--- src/rtl/core_pkg.sv ---
// Shared stage codes and PC constants for the scalar core's fetch/decode/exec/mem/write stages.
package core_pkg;

    localparam int STATE_W = 3;

    typedef enum logic [STATE_W-1:0] {
        ST_FETCH  = 3'd0,
        ST_DECODE = 3'd1,
        ST_EXEC   = 3'd2,
        ST_MEM    = 3'd3,
        ST_WRITE  = 3'd4,
        ST_HALT   = 3'd5,
        ST_IDLE   = 3'd7
    } state_e;

    localparam logic [31:0] RESET_PC_DEF = 32'h0000_0000;
    localparam logic [31:0] INSTR_STRIDE = 32'd4;

endpackage : core_pkg

--- src/rtl/core_sequencer.sv ---
// Multicycle control FSM: owns the PC, next-PC select, memory handshake, halt and pause.
// Build option MEM_SKIP_EN: non-memory instructions bypass the MEM stage (4-cycle ALU ops).
module core_sequencer
    import core_pkg::*;
#(
    parameter logic [31:0] RESET_PC = RESET_PC_DEF,
    parameter int          RETIRE_W = 32
) (
    input  logic                clk,
    input  logic                rstn,
    input  logic                start,
    output logic [STATE_W-1:0]  state,
    output logic [31:0]         pc,
    input  logic                dec_is_mem,
    input  logic                br_taken,
    input  logic [31:0]         br_target,
    output logic                mem_req,
    input  logic                mem_ack,
    output logic                wb_en,
    output logic                halted,
    output logic                misalign,
    output logic [RETIRE_W-1:0] retired
);

    state_e              state_q, state_d;
    logic [31:0]         pc_q, pc_d;
    logic [31:0]         next_pc_q, next_pc_d;
    logic                halted_q, halted_d;
    logic                misalign_q, misalign_d;
    logic [RETIRE_W-1:0] retired_q, retired_d;

    // NOTE: synchronous reset lives inside the clocked block, so it wins on the same edge even mid-MEM.
    always_ff @(posedge clk) begin
        if (!rstn) begin
            state_q    <= ST_IDLE;
            pc_q       <= RESET_PC;
            next_pc_q  <= RESET_PC;
            halted_q   <= 1'b0;
            misalign_q <= 1'b0;
            retired_q  <= '0;
        end else begin
            state_q    <= state_d;
            pc_q       <= pc_d;
            next_pc_q  <= next_pc_d;
            halted_q   <= halted_d;
            misalign_q <= misalign_d;
            retired_q  <= retired_d;
        end
    end

    // NOTE: every next-state variable is defaulted to its hold value first so no path infers a latch.
    always_comb begin
        state_d    = state_q;
        pc_d       = pc_q;
        next_pc_d  = next_pc_q;
        halted_d   = halted_q;
        misalign_d = misalign_q;
        retired_d  = retired_q;

        case (state_q)
            ST_IDLE:   if (start) state_d = ST_FETCH;
            ST_FETCH:  state_d = ST_DECODE;
            ST_DECODE: state_d = ST_EXEC;
            ST_EXEC: begin
                if (br_taken) begin
                    next_pc_d = {br_target[31:2], 2'b00};
                    if (br_target[1:0] != 2'b00) misalign_d = 1'b1;
                end else begin
                    next_pc_d = pc_q + INSTR_STRIDE;
                end
`ifdef MEM_SKIP_EN
                state_d = dec_is_mem ? ST_MEM : ST_WRITE;
`else
                state_d = ST_MEM;
`endif
            end
            // An ack with no request outstanding cannot advance a load/store.
            ST_MEM:    if (!dec_is_mem || mem_ack) state_d = ST_WRITE;
            ST_WRITE: begin
                pc_d      = next_pc_q;
                retired_d = retired_q + RETIRE_W'(1);
                if (next_pc_q == pc_q) begin
                    state_d  = ST_HALT;
                    halted_d = 1'b1;
                end else if (!start) begin
                    state_d = ST_IDLE;
                end else begin
                    state_d = ST_FETCH;
                end
            end
            ST_HALT:   state_d = ST_HALT;
            default:   state_d = ST_IDLE;
        endcase
    end

    assign state    = state_q;
    assign pc       = pc_q;
    assign halted   = halted_q;
    assign misalign = misalign_q;
    assign retired  = retired_q;
    assign mem_req  = (state_q == ST_MEM) && dec_is_mem;
    assign wb_en    = (state_q == ST_WRITE);

endmodule : core_sequencer

--- config.mk ---
export PLATFORM = sky130hd
export DESIGN_NAME = core_sequencer
export DESIGN_NICKNAME = d
export VERILOG_FILES = /design/src/rtl/core_pkg.sv /design/src/rtl/core_sequencer.sv
export SDC_FILE = /design/constraint.sdc
export NUM_CORES = 1
export LEC_CHECK = 0
export BUFFER_PORTS_ARGS = -buffer_cell sky130_fd_sc_hd__buf_2
export CAP_MARGIN = 40
export CORE_ASPECT_RATIO = 2
export CORE_UTILIZATION = 50
export DETAILED_ROUTE_END_ITERATION = 10
export PLACE_DENSITY = 0.74
export SYNTH_ARGS = -nofsm -noshare
export SYNTH_HDL_FRONTEND = slang
export SYNTH_SLANG_ARGS = --single-unit
export TNS_END_PERCENT = 1
--- constraint.sdc ---
create_clock -name clk -period 2.4 [get_ports clk]
set_input_delay 0.24 -clock clk [delete_from_list [all_inputs] [get_ports clk]]
set_output_delay 0.24 -clock clk [all_outputs]
set_load 0.01 [all_outputs]
==> impl_metrics.csv, run 1 <==
group,metric,value,unit
status,status,"completed",
logic_synthesis,synthSimpleGateAreaFrac,26.79,%
global_route,antenna_found_initial,0,
global_route,grt_max_degree,46,
finish,drive_above_1_share,19.95,%
placement,port_buffers,108,
clock_tree,root_buffer,"clkbuf_16",
clock_tree,cts_sinks,101,
critical_path,start_kind,"flop",
logic_synthesis,synth.most_common_cell,"nand2_1",
finish,n_fill_cell,888,
sta,slew_headroom,59.67,%
critical_path,cp_data_required_time,2.16,ns
logic_synthesis,synth_xor_area_share,15.87,%
sta,fin_worst_skew,0.01070,ns
flow_run,maxCapViolCount,0,
clock_tree,hold_buffers,0,
logic_synthesis,synth_top_cell_by_area,"dfxtp_1",
clock_tree,cts_tree,"done",
placement,gp_congestion,0.8759,
floorplanning,die_area,10470,um^2
sta,worst_pin_slew,0.5994,ns
logic_synthesis,synth-seq-cells,101,
pwr,p_seq_share,45.9,%
logic_synthesis,synth_compound_area_share,11.79,%
clock_tree,numCtsBuffers,9,
floorplanning,coreArea,9763,um^2
pwr,power_density,653.8,nW/um^2
finish,postLayoutCoreUtil,61.63,%
pwr,pwr-share-clk,40.6,%
sta,drv_slew,0,
pwr,leakage,2.440,nW
floorplanning,rows,51,
clock_tree,cts_max_level,3,
floorplanning,ios,109,
sta,setup_viol,0,
logic_synthesis,synthCells,633,
logic_synthesis,synthTopCellsByArea,"dfxtp_1, nand2_1, xor2_1",
logic_synthesis,synth_area,5021,um^2
pwr,vdd_ir_drop_max,0.4338,mV
worst_hold_path,hold_path.class,"in -> reg",
floorplanning,die_w,72.86,um
finish,antenna_cells,0,
global_route,gr-usage-all-layers,27.34,%
sta,tns,0,ns
critical_path,end_kind,"output pin",
logic_synthesis,synth_top_area_share,40.27,%
sta,hold_viol_final,0,
pwr,fin_total_pwr,3.934,mW
global_route,grt_pass1_wl,21.83,mm
pwr,comb_power_share,13.6,%
sta,final.period_utilization,89.39,%
clock_tree,cts.clk_slew.worst_paths,0.07,ns
clock_tree,post_cts_buffers,0,
logic_synthesis,synth_top_family_by_area,"simple AND/OR/NAND/NOR gates",
logic_synthesis,synthAdderAreaFrac,0.4984,%
detailed_routing,ant_nets,0,
finish,syn_to_final_growth,19.84,%
logic_synthesis,synth_cell_types,36,
logic_synthesis,synthTopCellsByCount,"nand2_1, dfxtp_1, a21oi_1",
detailed_routing,totalWireLength,13.85,mm
floorplanning,die_height,143.7,um
global_route,first_global_vias,4617,
clock_tree,ctsLongestPathBuffers,2,
sta,period_needed,2.145,ns
logic_synthesis,yosysWarnings,0,
detailed_routing,first_pass_iters,5,
critical_path,reg2reg_depth,6,
sta,fmax,0.4661,GHz
finish,final_nets,767,
placement,hpwl,10.09,mm
worst_hold_path,holdPathStages,3,
placement,place_area,5685,um^2
floorplanning,start_util,51.43,%
logic_synthesis,avgSynthCellArea,7.932,um^2
logic_synthesis,synth_mux_area_share,0.3987,%
pwr,internal_power,2.861,mW
detailed_routing,drc,0,
detailed_routing,vias,4870,
critical_path,critical_path_peak_fanout,23,
detailed_routing,wire_per_inst,16.03,um
critical_path,critPathKind,"reg -> out",
finish,final_area,6017,um^2
pwr,p_switching,1.073,mW
logic_synthesis,ys_async_sr_fraction,0,%
critical_path,worst_ep_arrival_time,1.91,ns
logic_synthesis,syn_nets,673,
pwr,swShare,27.27,%
logic_synthesis,synthFlopType,"dfxtp_1",
logic_synthesis,yosysSeqAreaShare,40.27,%
detailed_routing,viasPerCell,5.637,
logic_synthesis,synth_edf_count,0,
clock_tree,clock_latency,0.34,ns
global_route,grt-ovfl-total,0,
clock_tree,cts_resized,0,
detailed_routing,drtIter0Drc,244,
sta,rsz0062_at_grt,"no",
## routing by layer
layer	up-vias	GRT usage, %	share of wire [%]
met5	-	0	0
li1	2351	-	-
met4	0	14.76	3.5
met2	166	51.11	54
met1	2321	28.63	38
met3	32	3.576	4.5
## sequential cells by signal, summed over array words and instances (netlist names)
register   cells
next_pc_q     32
state          3
retired       32
pc            32
halted         1
misalign       1
## power by group through the flow
stage	Sequential (mW)	Combinational [mW]	Clock, mW
2_1_floorplan	1.82	0.366	0
3_3_place_gp	1.84	0.514	0
3_5_place_dp	1.84	0.530	0
4_1_cts	1.80	0.532	1.61
5_1_grt	1.81	0.584	1.69
6_report	1.80	0.533	1.60
## final cells by class
cell class | count | area (um^2) | area share [%]
clock buffer | 10 | 239.0 | 3.972
clock inverter | 6 | 92.59 | 1.539
inverter | 13 | 48.80 | 0.8110
multi-input combinational | 479 | 2784 | 46.27
sequential | 101 | 2022 | 33.60
tap | 132 | 165.2 | 2.745
timing repair buffer | 123 | 665.6 | 11.06
## stage by stage
step	worst slack [ns]	std cells	hold slack (ns)
after floorplan	0.5841	633	0.3841
after global placement	0.4375	848	0.4488
after detailed placement	0.3713	848	0.4620
after CTS	0.2501	864	0.1600
after global routing	0.1662	864	0.1798
final	0.2545	864	0.1681
## logic make-up after synthesis
logic type | count (synthesis)
AOI/OAI and AO/OA | 108
xor gates and xnor gates | 91
adders and majority gates | 2
buffers and inverters | 53
DFF | 101
muxes | 2
and+or+nand+nor | 276
## path summary, 6_finish.rpt
check,from,to,slack [ns]
setup / recovery,state[2],wb_en,0.25
hold / removal,mem_ack,state[2],0.17
setup reg to reg,state[2],retired[27],0.37
hold reg to reg,misalign,misalign,0.47
## cell usage in the layout, fill, tap and decap left out, types with 3 or more instances in the layout
master       n
dfxtp_1    101
xnor2_1     43
nor3_1      11
o211ai_1     3
and3_1      24
nand2_1    112
nand4_1     29
o21ai_0     12
inv_1       12
nor4_1       3
a31oi_1      4
buf_4       14
buf_2      108
nor2_1      47
and4_1       6
a21oi_1     68
nand3_1     29
o22ai_1     14
nand3b_1     5
clkbuf_16    9
xor2_1      48
## critical path, stage by stage (launching register included)
cell	delay (ns)
dfxtp_1	0.46
or3b_4	0.56
inv_1	0.32
buf_2	0.21
(Power assumes the default switching activity.)
==> inputs of run 2 (changes only) <==
==> constraint.sdc (replaced) <==
create_clock -name clk -period 2.7 [get_ports clk]
set_input_delay 0.27 -clock clk [delete_from_list [all_inputs] [get_ports clk]]
set_output_delay 0.27 -clock clk [all_outputs]
set_load 0.01 [all_outputs]
==> run 2 against run 1 <==
  * Register-to-register slack improved by 0.06 ns
  * Wire length up 2.3%
  * Worst setup slack hardly changed
  * Via count rose by 0.88%
  * Combinational power is 11% lower
  * Flip-flop and latch count unchanged
  * Sequential share of layout area up 0.40 points
  * First-iteration DRC count grew 23%
  * Largest cell class unchanged
  * Total power down 15%
  * Utilization fell by 0.72 points
==> impl_metrics.csv, run 2 (synthesis results as in run 1) <==
group,metric,value,unit
clock_tree,cts.clk_slew.worst_paths,0.06,ns
sta,rsz0062_at_grt,"no",
critical_path,end_kind,"output pin",
pwr,vdd_ir_drop_max,0.3827,mV
detailed_routing,viasPerCell,5.713,
clock_tree,cts_resized,0,
finish,n_fill_cell,876,
floorplanning,start_util,51.43,%
critical_path,worst_ep_arrival_time,2.18,ns
floorplanning,coreArea,9763,um^2
sta,worst_pin_slew,0.6662,ns
clock_tree,numCtsBuffers,9,
clock_tree,clock_latency,0.35,ns
placement,port_buffers,108,
detailed_routing,totalWireLength,14.17,mm
pwr,pwr-share-clk,37.6,%
clock_tree,post_cts_buffers,0,
pwr,fin_total_pwr,3.337,mW
critical_path,critical_path_peak_fanout,21,
global_route,first_global_vias,4702,
detailed_routing,ant_nets,0,
detailed_routing,drtIter0Drc,301,
clock_tree,root_buffer,"clkbuf_16",
finish,antenna_cells,0,
sta,hold_viol_final,0,
floorplanning,die_area,10470,um^2
pwr,leakage,2.405,nW
sta,fin_worst_skew,0.005961,ns
global_route,grt-ovfl-total,0,
placement,hpwl,10.17,mm
placement,gp_congestion,0.8993,
sta,period_needed,2.445,ns
critical_path,start_kind,"flop",
global_route,gr-usage-all-layers,27.91,%
worst_hold_path,min_from,"mem_ack",
sta,fmax,0.4089,GHz
clock_tree,ctsLongestPathBuffers,2,
clock_tree,cts_max_level,3,
global_route,grt_pass1_wl,22.42,mm
sta,drv_slew,0,
sta,tns,0,ns
clock_tree,hold_buffers,0,
flow_run,maxCapViolCount,0,
pwr,power_density,561.1,nW/um^2
pwr,comb_power_share,14.3,%
global_route,antenna_found_initial,0,
critical_path,critPathKind,"reg -> out",
floorplanning,die_w,72.86,um
finish,syn_to_final_growth,18.44,%
pwr,p_switching,909.3,uW
finish,layout_common_cells,"nand2_1, buf_2, dfxtp_1",
pwr,swShare,27.25,%
global_route,grt_max_degree,45,
detailed_routing,vias,4913,
finish,final_nets,763,
finish,final_common_cell,"nand2_1",
floorplanning,die_height,143.7,um
pwr,p_seq_share,48.1,%
worst_hold_path,hold_path.class,"in -> reg",
clock_tree,cts_sinks,101,
status,status,"completed",
finish,drive_above_1_share,19.09,%
sta,final.period_utilization,90.57,%
critical_path,r2r-start,"state[2]",
detailed_routing,drc,0,
detailed_routing,wire_per_inst,16.47,um
critical_path,cp_data_required_time,2.43,ns
critical_path,critPathLaunch,"state[2]",
floorplanning,ios,109,
clock_tree,cts_tree,"done",
sta,setup_viol,0,
pwr,internal_power,2.428,mW
floorplanning,rows,51,
detailed_routing,first_pass_iters,5,
sta,slew_headroom,55.25,%
## run 2: changes by cell type in the layout (fill, tap and decap cells not counted), sizes merged
cell / delta
inv: -2
clkinvlp: -2
clkbuf: +6
buf: -4
bufinv: -2
## run 2: worst max-delay path, stage by stage, from the launching register on
cell	delay, ns
dfxtp_1	0.47
or3b_4	0.56
buf_4	0.27
inv_1	0.10
buf_4	0.25
buf_2	0.18
## run 2: metrics by stage
stage / setup slack (ns) / hold slack (ns) / cell area [um^2] / utilization, % / std cells
floorplan: 0.8841 / 0.4141 / 5021 / - / 633
global placement: 0.5267 / 0.4462 / 5655 / 57.93 / 844
detailed placement: 0.4492 / 0.4630 / 5655 / 57.93 / 844
CTS: 0.2609 / 0.1953 / 5947 / 60.91 / 860
global route: 0.1145 / 0.2191 / 5947 / 60.91 / 860
finish: 0.2546 / 0.2018 / 5947 / 60.91 / 860
## run 2: final timing paths
| check | end | slack (ns) | depth (start not counted) |
|---|---|---|---|
| hold / removal | state[2] | 0.20 | 3 |
| setup reg to reg | retired[31] | 0.43 | 5 |
| hold reg to reg | misalign | 0.47 | 2 |
| setup / recovery | wb_en | 0.25 | 5 |
## run 2: area by class of cell
class / instances / area (um^2) / share of cell area (%)
multi-input combinational: 479 / 2784 / 46.81
clock buffer: 16 / 291.5 / 4.902
tap: 132 / 165.2 / 2.777
inverter: 13 / 48.80 / 0.8205
timing repair buffer: 119 / 635.6 / 10.69
sequential: 101 / 2022 / 34.00
## run 2: routing by layer
layer	wire, um	up-vias	track usage [%]	share of wire [%]
met4	488	0	15.07	3.4
met3	623	36	4.278	4.4
met2	7652	175	52.09	54
met1	5401	2352	28.90	38
met5	0	-	0	0
li1	-	2350	-	-
## run 2: power by group through the flow
stage / clock network (mW) / registers, mW / logic (mW)
after floorplan: 0 / 1.62 / 0.326
after global placement: 0 / 1.63 / 0.460
after detailed placement: 0 / 1.64 / 0.470
after CTS: 1.27 / 1.60 / 0.473
after global routing: 1.34 / 1.61 / 0.521
final: 1.25 / 1.61 / 0.476
==> inputs of run 3 (changes only) <==
==> constraint.sdc (replaced) <==
create_clock -name clk -period 2.7 [get_ports clk]
set_input_delay 0.27 -clock clk [delete_from_list [all_inputs] [get_ports clk]]
set_output_delay 0.27 -clock clk [all_outputs]
set_load 0.02 [all_outputs]
==> run 3 against run 2 <==
  * Die area did not move
  * Clock power rose by 9.6%
  * Global-route usage rose by 0.28 points
  * Fmax fell by 1.1%
  * Critical endpoint unchanged
  * Largest power group unchanged
  * Highest routed layer unchanged
==> impl_metrics.csv, run 3 (synthesis results as in run 1) <==
group,metric,value,unit
status,status,"completed",
global_route,globalRouteMet2Util,51.50,%
detailed_routing,totalWireLength,14.23,mm
clock_tree,post_cts_buffers,0,
finish,drive_above_1_share,19.62,%
flow_run,maxCapViolCount,0,
worst_hold_path,hold_path.class,"in -> reg",
clock_tree,ctsLongestPathBuffers,2,
sta,fmax,0.4045,GHz
floorplanning,start_util,51.43,%
sta,finalWorstSetupSlack,0.2279,ns
floorplanning,die_area,10470,um^2
floorplanning,coreArea,9763,um^2
placement,dp.cells,846,
sta,slew_headroom,55.16,%
detailed_routing,wire_per_inst,16.52,um
global_route,busiest_layer,"met2",
critical_path,critical_path_peak_fanout,20,
detailed_routing,ant_nets,0,
finish,final_common_cell,"nand2_1",
clock_tree,numCtsBuffers,9,
placement,gp_congestion,0.9116,
placement,hpwl,10.12,mm
critical_path,r2r-start,"state[2]",
sta,fin_worst_skew,0.006833,ns
clock_tree,clock_latency,0.35,ns
global_route,antenna_found_initial,0,
clock_tree,cts_max_level,3,
critical_path,worst_ep_arrival_time,2.20,ns
finish,layout_common_cells,"nand2_1, buf_2, dfxtp_1",
detailed_routing,vias,4930,
finish,final_cell_count_no_fill,861,
clock_tree,cts_tree,"done",
clock_tree,cts_sinks,101,
placement,place_ws,0.4373,ns
global_route,use_met1,28.57,%
sta,tns,0,ns
critical_path,start_kind,"flop",
worst_hold_path,min_from,"mem_ack",
pwr,power_density,580.7,nW/um^2
floorplanning,die_w,72.86,um
detailed_routing,first_pass_iters,5,
critical_path,critPathKind,"reg -> out",
global_route,grt_pass1_wl,22.65,mm
global_route,gr-usage-all-layers,28.19,%
floorplanning,die_height,143.7,um
pwr,vdd_ir_drop_max,0.4419,mV
sta,period_needed,2.472,ns
floorplanning,rows,51,
finish,syn_to_final_growth,19.16,%
clock_tree,cts.clk_slew.worst_paths,0.06,ns
finish,final_nets,765,
critical_path,end_kind,"output pin",
sta,worst_pin_slew,0.6675,ns
placement,port_buffers,108,
finish,antenna_cells,0,
detailed_routing,drtIter0Drc,297,
critical_path,critPathLaunch,"state[2]",
detailed_routing,viasPerCell,5.726,
pwr,fin_total_pwr,3.475,mW
clock_tree,hold_buffers,0,
global_route,grt_max_degree,50,
sta,drv_slew,0,
critical_path,cp_data_required_time,2.43,ns
clock_tree,root_buffer,"clkbuf_16",
pwr,leakage,2.427,nW
sta,hold_viol_final,0,
clock_tree,cts_resized,0,
global_route,grt-ovfl-total,0,
sta,rsz0062_at_grt,"no",
sta,final.period_utilization,91.56,%
global_route,first_global_vias,4885,
detailed_routing,drc,0,
global_route,gr-usage-met3,4.628,%
sta,setup_viol,0,
floorplanning,ios,109,
==> run 3: cell count changes in the layout (fill, tap and decap cells not counted), sizes merged <==
cell / change
inv: +1
buf: +2
clkbuf: -7
bufinv: +2
clkinv: +3
==> run 3: stage by stage <==
| step | instance area, um^2 | utilization [%] | hold WS [ns] |
|---|---|---|---|
| global placement | 5670 | 58.08 | 0.4485 |
| finish | 5983 | 61.28 | 0.1930 |
| detailed placement | 5670 | 58.08 | 0.4559 |
| floorplan | 5021 | - | 0.4141 |
| global route | 5983 | 61.28 | 0.1989 |
| CTS | 5983 | 61.28 | 0.1796 |
==> run 3: layer usage <==
metal | up-vias | wire (um)
met1 | 2341 | 5239
met4 | 0 | 682
li1 | 2354 | -
met5 | - | 0
met2 | 184 | 7668
met3 | 51 | 636
==> run 3: power by group <==
part,internal (mW),switching (mW)
combinational,0.169,0.332
clock,0.809,0.561
sequential,1.53,0.0704
total,2.51,0.963
==> run 3: worst max-delay path: stages (launching register included) <==
cell and delay (ns):
dfxtp_1 0.47, or3b_4 0.56, inv_1 0.54, buf_2 0.28
==> run 3: final cells by class <==
class,count,area [um^2]
fill,909,3780
tap,132,165.2
inverter,13,48.80
sequential,101,2022
multi-input combinational,479,2784
timing repair buffer,121,650.6
clock buffer,9,225.2
clock inverter,6,87.58
==> run 3: final timing paths <==
path	endpoint	slack, ns	cells after the start
min	state[2]	0.19	3
max	wb_en	0.23	3
max reg2reg	retired[23]	0.44	5
min reg2reg	halted	0.47	2
